## config.mk

```make
export PLATFORM = sky130hd
export DESIGN_NAME = dircc_status_updater
export DESIGN_NICKNAME = d
export VERILOG_FILES = /design/src/rtl/dircc_status_updater.sv
export SDC_FILE = /design/constraint.sdc
export NUM_CORES = 1
export LEC_CHECK = 0
export CAP_MARGIN = 20
export CORE_MARGIN = 2
export CORE_UTILIZATION = 45
export DETAILED_ROUTE_END_ITERATION = 10
export GPL_TIMING_DRIVEN = 1
export PLACE_DENSITY = 0.71
export SLEW_MARGIN = 40
export SYNTH_ARGS = -nofsm -noshare
export SYNTH_HDL_FRONTEND = slang
export SYNTH_SLANG_ARGS = --single-unit
```

## constraint.sdc

```tcl
create_clock -name clk -period 3.1 [get_ports clk]
set_input_delay 0.775 -clock clk [delete_from_list [all_inputs] [get_ports clk]]
set_output_delay 0.775 -clock clk [all_outputs]
set_load 0.05 [all_outputs]
```

## src/rtl/dircc_status_updater.sv

```systemverilog
// Sequences DiRCC status-word updates (OR, exclusive, user write) and snapshots
// over a simple registered-address memory bus with one-cycle read latency.
module dircc_status_updater #(
    parameter int MEM_WIDTH     = 16,
    parameter int ADDRESS_WIDTH = 15,
    parameter int BASE_ADDR     = 0
) (
    input  logic                     clk,
    input  logic                     reset_n,
    input  logic                     req_valid,
    output logic                     req_ready,
    input  logic [1:0]               req_op,
    input  logic [15:0]              req_state,
    input  logic [15:0]              req_extra,
    input  logic [63:0]              req_user,
    output logic [ADDRESS_WIDTH-1:0] mem_address,
    output logic                     mem_write,
    output logic [MEM_WIDTH-1:0]     mem_writedata,
    input  logic [MEM_WIDTH-1:0]     mem_readdata,
    output logic                     snap_valid,
    output logic [15:0]              snap_state,
    output logic [15:0]              snap_extra,
    output logic [63:0]              snap_user
);

    typedef enum logic [2:0] {
        IDLE, RD_STATE, RD_WAIT, WR_STATE, WR_EXTRA, WR_USER, SNAP
    } state_t;

    localparam logic [ADDRESS_WIDTH-1:0] BASE = ADDRESS_WIDTH'(BASE_ADDR);

    function automatic logic [ADDRESS_WIDTH-1:0] word_addr(input logic [3:0] off);
        return BASE + ADDRESS_WIDTH'(off);
    endfunction

    state_t            state_reg;
    logic [15:0]       dstate_reg;
    logic [15:0]       extra_reg;
    logic [63:0]       user_reg;
    logic [2:0]        cnt_reg;
    logic [4:0][15:0]  snap_buf_reg;

    logic [2:0]  cnt_next;
    logic [15:0] rd_word;

    assign cnt_next  = cnt_reg + 3'd1;
    assign rd_word   = 16'(mem_readdata);
    assign req_ready = (state_reg == IDLE);

    always_ff @(posedge clk or negedge reset_n) begin
        if (!reset_n) begin
            state_reg     <= IDLE;
            dstate_reg    <= '0;
            extra_reg     <= '0;
            user_reg      <= '0;
            cnt_reg       <= '0;
            snap_buf_reg  <= '0;
            mem_address   <= BASE;
            mem_write     <= 1'b0;
            mem_writedata <= '0;
            snap_valid    <= 1'b0;
            snap_state    <= '0;
            snap_extra    <= '0;
            snap_user     <= '0;
        end else begin
            snap_valid <= 1'b0;
            case (state_reg)
                IDLE: begin
                    mem_address   <= BASE;
                    mem_write     <= 1'b0;
                    mem_writedata <= '0;
                    if (req_valid) begin
                        dstate_reg <= req_state;
                        extra_reg  <= req_extra;
                        user_reg   <= req_user;
                        cnt_reg    <= '0;
                        // Bus outputs for the first step are loaded here so activity starts next cycle.
                        case (req_op)
                            2'b00: state_reg <= RD_STATE;
                            2'b01: begin
                                state_reg     <= WR_STATE;
                                mem_write     <= 1'b1;
                                mem_writedata <= MEM_WIDTH'(req_state);
                            end
                            2'b10: begin
                                state_reg     <= WR_USER;
                                mem_address   <= word_addr(4'd4);
                                mem_write     <= 1'b1;
                                mem_writedata <= MEM_WIDTH'(req_user[15:0]);
                            end
                            default: state_reg <= SNAP;
                        endcase
                    end
                end
                RD_STATE: state_reg <= RD_WAIT;
                RD_WAIT: begin
                    state_reg     <= WR_STATE;
                    mem_write     <= 1'b1;
                    mem_writedata <= MEM_WIDTH'(rd_word | dstate_reg);
                end
                WR_STATE: begin
                    state_reg     <= WR_EXTRA;
                    mem_address   <= word_addr(4'd2);
                    mem_write     <= 1'b1;
                    mem_writedata <= MEM_WIDTH'(extra_reg);
                end
                WR_EXTRA: begin
                    state_reg     <= IDLE;
                    mem_address   <= BASE;
                    mem_write     <= 1'b0;
                    mem_writedata <= '0;
                end
                WR_USER: begin
                    if (cnt_reg == 3'd3) begin
                        state_reg     <= IDLE;
                        mem_address   <= BASE;
                        mem_write     <= 1'b0;
                        mem_writedata <= '0;
                    end else begin
                        cnt_reg       <= cnt_next;
                        mem_address   <= word_addr({cnt_next, 1'b0} + 4'd4);
                        mem_writedata <= MEM_WIDTH'(user_reg[{cnt_next[1:0], 4'b0000} +: 16]);
                    end
                end
                SNAP: begin
                    cnt_reg <= cnt_next;
                    if (cnt_reg < 3'd5)
                        mem_address <= word_addr({cnt_next, 1'b0});
                    else
                        mem_address <= BASE;
                    // Read data trails the address by one cycle, hence the index offset.
                    if (cnt_reg != 3'd0 && cnt_reg != 3'd6)
                        snap_buf_reg[cnt_reg - 3'd1] <= rd_word;
                    if (cnt_reg == 3'd6) begin
                        state_reg  <= IDLE;
                        snap_valid <= 1'b1;
                        snap_state <= snap_buf_reg[0];
                        snap_extra <= snap_buf_reg[1];
                        snap_user  <= {rd_word, snap_buf_reg[4], snap_buf_reg[3], snap_buf_reg[2]};
                    end
                end
                default: state_reg <= IDLE;
            endcase
        end
    end

endmodule

```

## Word level (Yosys, flattened, before mapping)

Index checks and enable logic that the tools add are counted.

- Bits in registers: 311
- Latch bits: 0
- RAM bits: 0
- ROM bits: 0
- Input bits: 117
- Output and inout port bits: 130
- Word-level logic and storage cells: 83
- Memories: 0

- Add/subtract/negate cells: 3
- Multiply operators: 0
- Div/mod/pow operators: 0
- $lt $le $gt $ge: 3
- Equality and inequality tests: 15
- Shifts and indexed selects: 1
- Muxes and demuxes: 26
- Bitwise logic cells: 1
- Reduce and logical (&&, ||, !) cells: 17

Operators with widths:

| operator | count |
|---|---|
| 80-bit bitwise mux | 1 |
| 16-bit one-hot mux with 5 select lines | 1 |
| 15-bit one-hot mux with 5 select lines | 1 |
| 64-bit by 7-bit variable part select with 16-bit output | 1 |
| 16-bit demux with 3-bit select | 1 |
| 16-bit 2-to-1 mux | 3 |
| 16-bit one-hot mux with 2 select lines | 1 |
| 3-bit 2-to-1 mux | 7 |
| 3-bit one-hot mux with 3 select lines | 2 |
| 3-bit one-hot mux with 6 select lines | 1 |
| 16-bit OR | 1 |
| 3-bit == test (second input constant) | 4 |
| 5-bit nonzero test | 2 |
| 3-bit by 2-bit == test with 1-bit output (second input constant) | 3 |
| 4-bit 2-to-1 mux | 2 |
| 2-bit != test (second input constant) | 4 |
| 2-bit AND reduction | 4 |
| 3-bit AND reduction | 2 |
| 3-bit nonzero test | 2 |
| 1-bit 2-to-1 mux | 5 |
| 4-bit by 3-bit adder with 4-bit output (second input constant) | 1 |
| 3-bit by 4-bit < comparator with 1-bit output (second input constant) | 1 |
| 1-bit one-hot mux with 4 select lines | 1 |
| 4-bit nonzero test | 1 |
| 12 further kinds | 14 |

## Depth between registers and ports, before layout

Gate-level depths: netlist of run 1.

- Depth in word-level cells: 6
- Gate-level depth with buffers: 10
- Depth with buffers taken out: 6

## Worst setup path before layout of run 1

Ideal clock, no wire load.

- Kind: register to register
- Start: reg state_reg[0]
- End: reg dstate_reg[10]
- Library setup time: 0.125 ns
- Data arrival time: 2.793 ns
- Required time: 2.975 ns
- Path slack: 0.182 ns
- Stages on the path, launching flop included: 8
- Path buffers: 4
- Period minus slack after synthesis: 2.918 ns
- Cells stage by stage: dfrtp_1 buf_2 nor3_1 and2_1 buf_2 buf_2 buf_2 mux2_2

- Longest elaborated chain between the ends: 2

RTL lines:

| element | line | RTL |
|---|---|---|
| from (decl) | 36 | `state_t state_reg;` |
| from (signal assigned) | 52 | `state_reg <= IDLE;` |
| from (signal assigned) | 79 | `2'b00: state_reg <= RD_STATE;` |
| from (signal assigned) | 81 | `state_reg <= WR_STATE;` |
| 3-bit zero test | -- |  |
| named net req_ready | 11 | `output logic req_ready,` |
| 2-bit AND reduction (no source line) | -- |  |
| to (signal assigned) | 73 | `dstate_reg <= req_state;` |
| to (decl) | 37 | `logic [15:0] dstate_reg;` |

The timed path passes the listed nets, and every way through them passes these cells.
A chain may end at the register's enable or synchronous reset.

## Worst setup path after layout of run 1

- Start: reg mem_writedata[2]
- End: out mem_writedata[2]

RTL lines:

| element | line | RTL |
|---|---|---|
| from (decl) | 18 | `output logic [MEM_WIDTH-1:0] mem_writedata,` |
| from (signal assigned) | 83 | `mem_writedata <= MEM_WIDTH'(req_state);` |
| from (signal assigned) | 89 | `mem_writedata <= MEM_WIDTH'(req_user[15:0]);` |
| from (signal assigned) | 99 | `mem_writedata <= MEM_WIDTH'(rd_word \| dstate_reg);` |

No word-level cell between the ends.

==> impl_metrics.tcl, run 1 <==
set metrics [dict create \
    critPathTopFamily "buffers and inverters" \
    layout-drive-gt1-share_pct 34.2 \
    fin_skew_ns 0.00946 \
    coreArea_um2 27600 \
    hp-class "in -> async" \
    gr-usage-all-layers_pct 19.8 \
    dp_cells 1444 \
    cp.required_ns 2.32 \
    num_io_pins 247 \
    die_area_um2 29300 \
    worstReg2RegEnd "snap_buf_reg[29]" \
    leakage_nw 7.10 \
    setup_viol 0 \
    drt_iter0_markers 409 \
    async_flop_share_pct 100 \
    pwr-share-clk_pct 21.4 \
    n_antenna_cell 0 \
    power.density_nw_per_um2 1150 \
    drc_errors 0 \
    cp_num_buf_inv 1 \
    rows 61 \
    internal-power_w 0.0121 \
    fin_crit_sh_pct 80.7 \
    power_frac_seq_pct 35.5 \
    end_kind "primary output" \
    clk_latency_ns 0.50 \
    dieHeight_um 171 \
    crit_cells 1 \
    port_buffers 234 \
    cp_data_arrival_time_ns 1.73 \
    cts_tree "yes" \
    grt_pass1_wl_um 45100 \
    grt_max_degree 87 \
    slew_viol_final 0 \
    start_util_pct 45.6 \
    slowest_delay_ns 0.86 \
    vias_per_cell 5.31 \
    post_cts_buffers 0 \
    ys_ff_latch 299 \
    netlist_area_um2 12600 \
    yosys.area.top_type "dfrtp_1" \
    setup_tns_ns 0 \
    syn_inst 860 \
    rrSetupSlack_ns 0.63 \
    p_sw_share_pct 36.8 \
    cap_viol_max_count 0 \
    reg2reg_from "cnt_reg[1]" \
    grt-ovfl-total 0 \
    cp-startpoint "mem_writedata[2]" \
    cts_buffers 34 \
    vdd_drop_max_uv 756 \
    finalNonFillerCells 1505 \
    ys_types 45 \
    syn-mean-instance-area_um2 14.6 \
    syn2layout_area_growth_pct 32.0 \
    grt_pass1_vias 8014 \
    drt-wirelength-per-cell_um 19.2 \
    cts_buffer_depth 3 \
    yosysTopAreaCellShare_pct 59.4 \
    path_class "reg -> out" \
    cts_resized 0 \
    switching_power_w 0.00705 \
    max_slew_margin_pct 50.1 \
    vias 7990 \
    synth_warnings 0 \
    htreeDepth 2 \
    clock_sinks 299 \
    clk_pin_slew_ns 0.06 \
    fmax_mhz 400 \
    cp_cell_sequence "clkdlybuf4s50_1" \
    synth_edf_count 0 \
    tightest_slew_ns 0.748 \
    fin_util_pct 60.1 \
    synth-seq-area-share_pct 59.4 \
    place_hpwl_um 20100 \
    rsz0062_at_grt "false" \
    final_nets 1228 \
    start_kind "flop" \
    largest_reg_flops 80 \
    layout_min_cycle_time_ns 2.50 \
    die_w_um 171 \
    postPlaceCellArea_um2 15400 \
    gp_congestion 0.797 \
    outcome "complete, no violations" \
    synth_area_leaders "dfrtp_1, mux2_2, mux4_2, nor4_1, o32a_1" \
    combinationalPowerShare_pct 43.0 \
    worstPathMaxFanout 2 \
    antenna_left 0 \
    antenna_found_initial 0 \
    design_area_um2 16600 \
    ys.flop_type "dfrtp_1" \
    finalHoldViolations 0 \
    reg2reg_depth 6 \
    firstDrtPassIters 4 \
    clockRootBuffer "clkbuf_16" \
    cts_hold_buf 0 \
    wl_um 28800 \
    cpMaxStageDelayCell "clkdlybuf4s50_1" \
]
==> layout by cell type (no fill, tap or decap), types with 2 or more instances in the layout <==
cell type / instances
nand3_1: 4
clkdlybuf4s50_1: 232
clkbuf_1: 6
nand3_2: 2
ha_1: 9
conb_1: 12
o21ai_0: 7
dfrtp_1: 299
o32a_1: 17
nor2b_1: 19
mux4_2: 16
nor2_1: 22
nand3b_1: 2
clkinv_2: 4
buf_12: 8
a22oi_1: 16
mux2_2: 273
clkbuf_16: 37
bufinv_16: 2
inv_1: 10
clkbuf_8: 10
xnor2_1: 2
a21oi_1: 10
nor4_1: 32
nor3_1: 19
nand2_1: 10
buf_4: 22
==> cell families (layout without fill, tap and decap cells) <==
logic type / count (synthesis) / after routing / synth area share [%]
XOR/XNOR: 3 / 3 / 0.209
flip-flops: 299 / 299 / 59.4
AO/OA/AOI/OAI: 58 / 58 / 3.49
adder cells (fa/ha/maj): 10 / 10 / 0.974
AND/OR/NAND/NOR: 121 / 121 / 5.45
buffers and inverters: 78 / 334 / 3.05
multiplexers: 290 / 290 / 27.4
other: 1 / 12 / 0.0298
==> layer usage <==
layer / vias up / part of all wire, % / global-route usage (%) / wire length, um
met1: 4076 / 46 / 28.1 / 13200
met3: 45 / 7.0 / 5.15 / 2020
met4: 0 / 1.7 / 4.16 / 486
met2: 261 / 46 / 30.9 / 13100
met5: - / 0 / 0 / 0
li1: 3608 / - / - / -
==> stage by stage <==
stage | power (W) | hold slack [ns] | setup WS (ns)
after global routing | 0.0201 | 0.277 | 0.420
final | 0.0191 | 0.251 | 0.597
after global placement | 0.0149 | 0.480 | 0.496
after floorplan | 0.0125 | 0.474 | 0.182
after detailed placement | 0.0152 | 0.486 | 0.486
after CTS | 0.0193 | 0.263 | 0.567
==> synthesized netlist by cell type, drive strengths merged, types with 2 or more instances <==
master    n
nand3     6
nor4     33
o21ai     7
o32a     17
nand2    11
buf      44
a21oi    10
nand3b    3
a22oi    16
xnor2     2
clkbuf   24
nor2b    19
nor3     20
dfrtp   299
mux2    273
inv      10
mux4     16
ha        9
nor2     23
==> how the worst max path moves through the flow <==
| stage | to | slack [ns] |
|---|---|---|
| after global routing | snap_buf_reg[15] | 0.42 |
| after floorplan | dstate_reg[10] | 0.18 |
| after global placement | user_reg[5] | 0.50 |
| final | mem_writedata[2] | 0.60 |
| after detailed placement | mem_writedata[14] | 0.49 |
| after CTS | mem_address[3] | 0.57 |
==> power groups by stage <==
stage | Sequential (W) | Clock (W) | Combinational (W)
CTS | 0.00682 | 0.00419 | 0.00832
global route | 0.00707 | 0.00434 | 0.00874
global placement | 0.00681 | 0 | 0.00814
detailed placement | 0.00688 | 0 | 0.00830
finish | 0.00680 | 0.00410 | 0.00824
floorplan | 0.00886 | 0 | 0.00361
==> worst reg2reg max path: cells and delay by family (launching register included) <==
kind	cells	cell delay, ns
AND/OR/NAND/NOR	2	0.88
adder cells (fa/ha/maj)	1	0.19
multiplexers	2	0.76
flip-flops	1	0.41
buffers and inverters	1	0.12
==> area by class of cell <==
| type | count | area, um2 |
|---|---|---|
| Clock buffer | 53 | 1090 |
| Clock inverter | 8 | 96.3 |
| Tap cell | 378 | 473 |
| Fill cell | 2227 | 11000 |
| Sequential cell | 299 | 7480 |
| Timing Repair Buffer | 263 | 2660 |
| Multi-Input combinational cell | 494 | 4770 |
| Inverter | 10 | 37.5 |
Power figures use the tool's default switching activity.
==> run 2, diff against run 1 <==
- PLACE_DENSITY: 0.71 -> 0.74
- clock period: 3.1 -> 2 ns (I/O delays scaled with it)
==> impl_metrics.tcl, run 2 (same netlist as run 1, synthesis figures left out) <==
set metrics [dict create \
    worstReg2RegEnd "snap_buf_reg[47]" \
    outcome "finished, violations left" \
    syn2layout_area_growth_pct 37.5 \
    final_common_cell "dfrtp_1" \
    grt-ovfl-total 0 \
    cap_viol_max_count 0 \
    fin_crit_sh_pct 104 \
    path_class "reg -> out" \
    die_w_um 171 \
    grt_pass1_wl_um 49000 \
    firstDrtPassIters 4 \
    clk_latency_ns 0.51 \
    reg2reg_depth 9 \
    design_area_um2 17300 \
    hp-class "reg -> reg" \
    start_util_pct 45.6 \
    cpMaxStageDelayCell "dfrtp_2" \
    drt_iter0_markers 478 \
    holdWs_ns 0.497 \
    drc_errors 0 \
    critPathTopFamily "flip-flops" \
    coreArea_um2 27600 \
    hold_end "snap_user[60]" \
    rrSetupSlack_ns -0.02 \
    switching_power_w 0.0116 \
    power_frac_seq_pct 34.8 \
    internal-power_w 0.0190 \
    clk_pin_slew_ns 0.06 \
    cp.required_ns 1.50 \
    p_sw_share_pct 37.8 \
    start_kind "flop" \
    cts_tree "yes" \
    wl_um 32000 \
    largest_reg_flops 80 \
    grt_pass1_vias 8627 \
    max_slew_margin_pct 61.6 \
    clock_sinks 299 \
    finalHoldViolations 0 \
    setup_tns_ns -0.101 \
    fin_util_pct 62.7 \
    num_io_pins 247 \
    vias 8337 \
    gr-usage-all-layers_pct 21.7 \
    grt_max_degree 68 \
    slew_viol_final 0 \
    setup_ws_ns -0.0780 \
    place_hpwl_um 22500 \
    finalNonFillerCells 1567 \
    fin_skew_ns 0.0115 \
    n_antenna_cell 0 \
    die_area_um2 29300 \
    layout_min_cycle_time_ns 2.08 \
    worstPathMaxFanout 4 \
    antenna_found_initial 0 \
    reg2reg_from "cnt_reg[1]" \
    drt-wirelength-per-cell_um 20.4 \
    fmax_mhz 481 \
    postPlaceCellArea_um2 15900 \
    port_buffers 234 \
    rows 61 \
    cp_num_buf_inv 3 \
    dieHeight_um 171 \
    worstHoldStart "snap_user[60]" \
    tightest_slew_ns 0.577 \
    slowest_delay_ns 0.43 \
    mostFrequentLayoutCells "dfrtp_1, mux2_2, buf_4" \
    gp_congestion 0.815 \
    cts_buffer_depth 3 \
    end_kind "primary output" \
    power.density_nw_per_um2 1770 \
    pwr-share-clk_pct 20.3 \
    vdd_drop_max_uv 728 \
    cts_buffers 34 \
    leakage_nw 7.93 \
    dp_cells 1486 \
    antenna_left 0 \
    cp_cell_sequence "buf_12 > nor3_4 > buf_4 > buf_8" \
    layout-drive-gt1-share_pct 45.0 \
    combinationalPowerShare_pct 44.8 \
    violations "negative setup slack" \
    clockRootBuffer "clkbuf_16" \
    rsz0062_at_grt "true" \
    final_nets 1289 \
    hold_depth 1 \
    cp_data_arrival_time_ns 1.58 \
    htreeDepth 2 \
    setup_viol 3 \
    vias_per_cell 5.32 \
]
## run 2: timing repair
| action | in CTS | in global routing |
|---|---|---|
| pin swaps | 1 | 9 |
| cloned | 1 | 3 |
| gates resized for setup | 52 | 25 |
| setup buffers | 5 | 9 |
| hold endpoints to repair | 56 | 0 |
| setup endpoints to repair | 81 | 88 |
| hold buffers | 1 | 0 |
## run 2: worst reg2reg max path, cell delays in order, from the launching register on
cell and delay [ns]:
dfrtp_1 0.39, inv_2 0.06, buf_4 0.13, ha_4 0.16, xor2_4 0.16, nor4_4 0.24, buf_4 0.18, nand3b_4 0.12
buf_12 0.17, mux2_4 0.29
## run 2: power by group through the flow
| stage | sequential [W] | clock (W) | combinational [W] |
|---|---|---|---|
| after floorplan | 0.0138 | 0 | 0.00597 |
| after global placement | 0.0106 | 0 | 0.0131 |
| after detailed placement | 0.0107 | 0 | 0.0133 |
| after CTS | 0.0106 | 0.00637 | 0.0132 |
| after global routing | 0.0110 | 0.00661 | 0.0145 |
| final | 0.0106 | 0.00622 | 0.0137 |
## run 2: worst max-delay path by stage
stage	startpoint	to	slack, ns	depth (start not counted)
2_1_floorplan	cnt_reg[0]	snap_buf_reg[10]	-0.22	9
3_3_place_gp	req_op[0]	mem_writedata[7]	-0.16	7
3_5_place_dp	req_op[0]	mem_writedata[4]	-0.22	7
4_1_cts	state_reg[1]	req_ready	-0.12	4
5_1_grt	state_reg[0]	req_ready	-0.12	4
6_report	state_reg[0]	req_ready	-0.08	4
## run 2: routing by layer
| metal | global-route usage (%) | vias to the layer above | part of all wire (%) |
|---|---|---|---|
| met5 | 0 | - | 0 |
| met4 | 5.56 | 0 | 1.8 |
| met3 | 4.74 | 41 | 6.3 |
| met2 | 34.7 | 271 | 47 |
| met1 | 30.4 | 4292 | 45 |
| li1 | - | 3733 | - |
## run 2: final cells by class
class	count	area (um2)
fill	2163	10300
sequential	299	7480
multi-input combinational	494	4950
timing repair buffer	324	3210
clock buffer	50	1010
tap	378	473
clock inverter	12	134
inverter	10	45.0
## run 2: per-stage QoR
stage | setup slack (ns) | total power (W)
after detailed placement | -0.216 | 0.0241
final | -0.0780 | 0.0306
after global placement | -0.160 | 0.0237
after CTS | -0.115 | 0.0302
after global routing | -0.120 | 0.0321
after floorplan | -0.217 | 0.0197
